--- src/rtl/count_wrap_monitor.sv ---
// count_wrap_monitor: watches an upstream up/down counter, detects wrap-around
// (overflow 2^WIDTH-1 -> 0 counting up, underflow 0 -> 2^WIDTH-1 counting down),
// timestamps each wrap and queues it in a small event FIFO. Also keeps a
// saturating total of wraps and a sticky drop flag for events lost to a full FIFO.
//
// Event handshake: a record is offered whenever evt_valid = 1, and it is taken
// on any rising edge where evt_valid = 1 and evt_ready = 1. evt_valid comes
// straight from the registered occupancy, never from evt_ready. While the
// record waits (valid high, ready low), evt_type and evt_stamp hold steady.
module count_wrap_monitor #(
  parameter int WIDTH     = 4,
  parameter int EVT_DEPTH = 4,
  parameter int WRAP_W    = 8,
  localparam int LVL_W    = $clog2(EVT_DEPTH + 1)
) (
  input  logic              clk,
  input  logic              reset,
  input  logic [WIDTH-1:0]  count_in,
  input  logic              up_down_in,
  input  logic              cnt_clr,
  output logic              evt_valid,
  input  logic              evt_ready,
  output logic [1:0]        evt_type,
  output logic [15:0]       evt_stamp,
  output logic [WRAP_W-1:0] wrap_total,
  output logic              evt_drop,
  output logic [LVL_W-1:0]  fifo_level
);

  localparam int PTR_W = $clog2(EVT_DEPTH);
  localparam logic [WIDTH-1:0] CNT_MAX  = '1;
  localparam logic [WIDTH-1:0] CNT_ZERO = '0;
  localparam logic [1:0] TYPE_OVF = 2'b01;
  localparam logic [1:0] TYPE_UNF = 2'b10;

  logic [WIDTH-1:0] prev_count;
  logic             prev_clr;
  logic             prev_valid;
  logic [15:0]      timestamp;

  // Each FIFO entry is {type, stamp}.
  logic [17:0]      mem [EVT_DEPTH];
  logic [PTR_W-1:0] wr_ptr;
  logic [PTR_W-1:0] rd_ptr;

  logic       ovf_det;
  logic       unf_det;
  logic       det;
  logic [1:0] det_type;
  logic       full;
  logic       pop;
  logic       push_ok;

  // Wrap detection: a transition only counts when neither this cycle nor the
  // previous one was an upstream clear, and only after one sample exists.
  always_comb begin
    ovf_det  = 1'b0;
    unf_det  = 1'b0;
    det_type = TYPE_OVF;
    if (prev_valid && !prev_clr && !cnt_clr) begin
      ovf_det = (prev_count == CNT_MAX) && (count_in == CNT_ZERO) && up_down_in;
      unf_det = (prev_count == CNT_ZERO) && (count_in == CNT_MAX) && !up_down_in;
    end
    if (unf_det) det_type = TYPE_UNF;
    det = ovf_det || unf_det;
  end

  // FIFO control: a full FIFO still accepts a push when the head leaves in the
  // same cycle, because the freed slot is exactly the one being written.
  always_comb begin
    full    = (fifo_level == LVL_W'(EVT_DEPTH));
    pop     = evt_valid && evt_ready;
    push_ok = det && (!full || pop);
  end

  assign evt_valid = (fifo_level != '0);
  assign evt_type  = mem[rd_ptr][17:16];
  assign evt_stamp = mem[rd_ptr][15:0];

  // Sample history of the upstream counter and the free-running timestamp.
  always_ff @(posedge clk) begin
    if (reset) begin
      prev_count <= '0;
      prev_clr   <= 1'b0;
      prev_valid <= 1'b0;
      timestamp  <= '0;
    end else begin
      prev_count <= count_in;
      prev_clr   <= cnt_clr;
      prev_valid <= 1'b1;
      timestamp  <= timestamp + 16'd1;
    end
  end

  // Event storage; contents need no reset since occupancy gates visibility.
  always_ff @(posedge clk) begin
    if (!reset && push_ok) mem[wr_ptr] <= {det_type, timestamp};
  end

  // Pointers, occupancy, sticky drop flag and saturating wrap total.
  always_ff @(posedge clk) begin
    if (reset) begin
      wr_ptr     <= '0;
      rd_ptr     <= '0;
      fifo_level <= '0;
      evt_drop   <= 1'b0;
      wrap_total <= '0;
    end else begin
      if (push_ok) wr_ptr <= wr_ptr + PTR_W'(1);
      if (pop)     rd_ptr <= rd_ptr + PTR_W'(1);
      if (push_ok && !pop)      fifo_level <= fifo_level + LVL_W'(1);
      else if (pop && !push_ok) fifo_level <= fifo_level - LVL_W'(1);
      if (det && !push_ok) evt_drop <= 1'b1;
      if (det && (wrap_total != '1)) wrap_total <= wrap_total + WRAP_W'(1);
    end
  end

endmodule
--- config.mk ---
export PLATFORM = sky130hd
export DESIGN_NAME = count_wrap_monitor
export DESIGN_NICKNAME = d
export VERILOG_FILES = /design/src/rtl/count_wrap_monitor.sv
export SDC_FILE = /design/constraint.sdc
export NUM_CORES = 1
export LEC_CHECK = 0
export ABC_AREA = 1
export CORE_MARGIN = 5
export CORE_UTILIZATION = 50
export DETAILED_ROUTE_END_ITERATION = 8
export GPL_TIMING_DRIVEN = 0
export PLACE_DENSITY = 0.81
export SKIP_LAST_GASP = 1
export SLEW_MARGIN = 15
export SYNTH_ARGS = -nofsm -noshare
export SYNTH_HDL_FRONTEND = slang
export SYNTH_SLANG_ARGS = --single-unit
--- constraint.sdc ---
create_clock -name clk -period 8.3 [get_ports clk]
set_clock_uncertainty 0.2 [all_clocks]
set_input_delay 2.49 -clock clk [delete_from_list [all_inputs] [get_ports clk]]
set_output_delay 2.49 -clock clk [all_outputs]
set_load 0.05 [all_outputs]
==> reports/qor.txt <==
Status - finished clean
Post-synth top flop - edfxtp_1
Synth-to-Final Area Change - 17.0%
Final WS setup - 2900 ps
Max Fclk - 0.185 GHz
Ys async rst share - 0
Unique cell type count in the Yosys netlist - 27
Top-area cell type share of the netlist area - 0.477
Count leader, synth - nor2_1
WHS - 268 ps
Die W - 105 µm
Leak - 2.02 nW
Post-Syn Area - 4530 µm²
Nature of the critical path endpoint - output port
CP arrival - 2710 ps
Residual DRC count - 0
Setup WS pre-CTS - 3160 ps
Initial drt markers - 203
Cts bufs inserted - 9
Synth warn - 0
Via count - 3,176
Max-cap violations - 0
Fraction of the cycle the final worst path needs - 0.651
Worst R2R Start - prev_count[1]$_SDFF_PP0_
WHS Path Cells - 2
Detailed placer's ending HPWL - 5920 µm
Largest cells by area after synthesis - edfxtp_1 48%, dfxtp_1 18%, nor2_1 7.1%
Clk pin slew, worst setup/hold paths - 100 ps
Element type at the critical path start - register
Pin count of the biggest net entering global routing - 21
Hold Startpoint - rd_ptr[1]$_SDFFE_PP0P_
DIE AREA - 11,100 µm²
Post-synth top cells - 86 x nor2_1, 72 x edfxtp_1, 53 x nand2_1, 49 x o21ai_0, 48 x inv_1
Hold WC Path Type - register to register
# port buffers - 38
Number of synthesized register bits - 112
Longest Clk Path Bufs - 2
Reg-to-Reg End - fifo_level[2]$_SDFFE_PP0P_
Non-filler cells, final - 613
H-tree lvl count - 3
Min cycle time layout - 5400 ps
Drt first pass iters - 4
# diodes - 0
Least-Margin Pin Slew - 557 ps
Vias in the first global route - 3,082
Core outline area - 8760 µm²
First-pass GRT wire length - 14,300 µm
Syn avg cell area - 10.1 µm²
CTS tree - built
R2r setup slk - 5760 ps
Final Hold Vio Count - 0
Detailed Route WL - 8570 µm
Post-synth EDFFs - 72
Rows - 34
Initial Util - 0.517
Mapped Nets - 464
Seq/Total Area, Yosys - 0.654
Cells after synthesis - 447
CTS Sinks - 112
CTS Root Cell - clkbuf_8
RSZ-0062 raised after global routing - no
Max_slew headroom - 0.629
R2r worst-path depth - 13
Vert. Die Dim - 105 µm
Power per Cell Area - 254 nW/µm²
CP required - 5610 ps
Hold-fix buffers at CTS - 0
Nets - 517
Share of post-route cells with drive strength above 1 - 0.0673
Worst Setup Path Type - register to output port
Worst Path Max Fanout - 10
Cts repair resizes - 0
Post-route setup TNS - 0 ps
Final setup viols - 0
Dpl cells - 597
Total I/O pin count - 40
Antenna violations before repair - 0
RD Place Congestion - 0.871
Vias per cell - 5.18
GRT Util Overall - 0.160
Routed len/inst - 14.0 µm
Clk_lat worst skew - 370 ps
Cell accounting for the most synthesized area - edfxtp_1
Final antenna-violating net count - 0
Post-CTS setup buffers - 0
Peak supply drop - 180 µV
Slew Viols, Final - 0
Global route overflow - 0
how the worst max path moves through the flow:
stage,endpoint,startpoint,slack [ps]
3_5_place_dp,fifo_level[2]$_SDFFE_PP0P_,count_in[1],3160
2_1_floorplan,mem[0][0]$_DFFE_PP_,cnt_clr,3770
5_1_grt,evt_stamp[15],register,2720
6_report,evt_stamp[11],register,2900
3_3_place_gp,mem[0][10]$_DFFE_PP_,count_in[1],2530
4_1_cts,evt_stamp[8],register,2870
through the flow:
step / area, µm² / utilization / total power, mW
5_1_grt: 5300 / 0.605 / 1.41
4_1_cts: 5300 / 0.605 / 1.35
3_3_place_gp: 5050 / 0.576 / 1.05
3_5_place_dp: 5120 / 0.584 / 1.06
2_1_floorplan: 4530 / - / 0.918
6_report: 5300 / 0.605 / 1.34
worst max-delay path: stages (launching register included):
cell and delay [ps]:
dfxtp_1 310, clkbuf_1 230, inv_1 270, clkbuf_1 370
o21ai_0 190, o22ai_1 150, clkdlybuf4s50_1 830
cell usage in the layout, fill, tap and decap left out, types with 2 or more instances in the layout:
| cell | synthesis | layout |
|---|---|---|
| a21oi_1 | 23 | 23 |
| buf_2 | 3 | 3 |
| buf_8 | 1 | 5 |
| clkbuf_1 | 11 | 12 |
| clkbuf_8 | 0 | 9 |
| clkdlybuf4s50_1 | 0 | 38 |
| clkinv_4 | 0 | 2 |
| dfxtp_1 | 40 | 40 |
| edfxtp_1 | 72 | 72 |
| ha_1 | 7 | 7 |
| inv_1 | 48 | 48 |
| inv_6 | 0 | 2 |
| inv_8 | 0 | 2 |
| nand2_1 | 53 | 53 |
| nand2_2 | 2 | 2 |
| nand2_4 | 2 | 2 |
| nand3_1 | 15 | 15 |
| nand3b_1 | 2 | 2 |
| nand4_1 | 2 | 2 |
| nor2_1 | 86 | 82 |
| nor2_2 | 0 | 4 |
| nor3_1 | 4 | 4 |
| o21ai_0 | 49 | 49 |
| o22ai_1 | 18 | 18 |
where the power goes:
part,internal [mW],switching [mW],leakage (nW),total (mW)
Combinational,0.130,0.299,0.882,0.429
Sequential,0.602,0.0138,1.04,0.615
Clock,0.117,0.183,0.0953,0.300
Total,0.848,0.496,2.02,1.34
flip-flops by register name (all words and copies together) (netlist names), named ones only:
signal      count
fifo_level      3
wrap_total      8
evt_drop        1
mem            72
rd_ptr          2
timestamp      16
prev_count      4
prev_valid      1
wr_ptr          2
prev_clr        1
cell type report:
class / instances / area, µm²
plain buffers: 15 / 71.3
flip-flops and latches: 112 / 2960
clock inverters: 6 / 57.6
multi-input cells: 270 / 1320
clock buffers: 10 / 128
fillers: 700 / 3460
repair buffers: 42 / 440
well taps: 108 / 135
inverters: 50 / 188
metal layers:
layer  GRT usage  part of all wire
met5           0                 0
met4      0.0667             0.011
met3      0.0302             0.055
met2       0.268              0.49
met1       0.203              0.44
cell families after synthesis:
family	after synthesis	share of synthesized area
XOR/XNOR	1	0.00193
buffers and inverters	65	0.0571
AND/OR/NAND/NOR	169	0.156
flip-flops	112	0.654
adder cells (fa/ha/maj)	8	0.0237
AO/OA/AOI/OAI	92	0.107
Note: power is estimated with default switching activity, not from simulation.
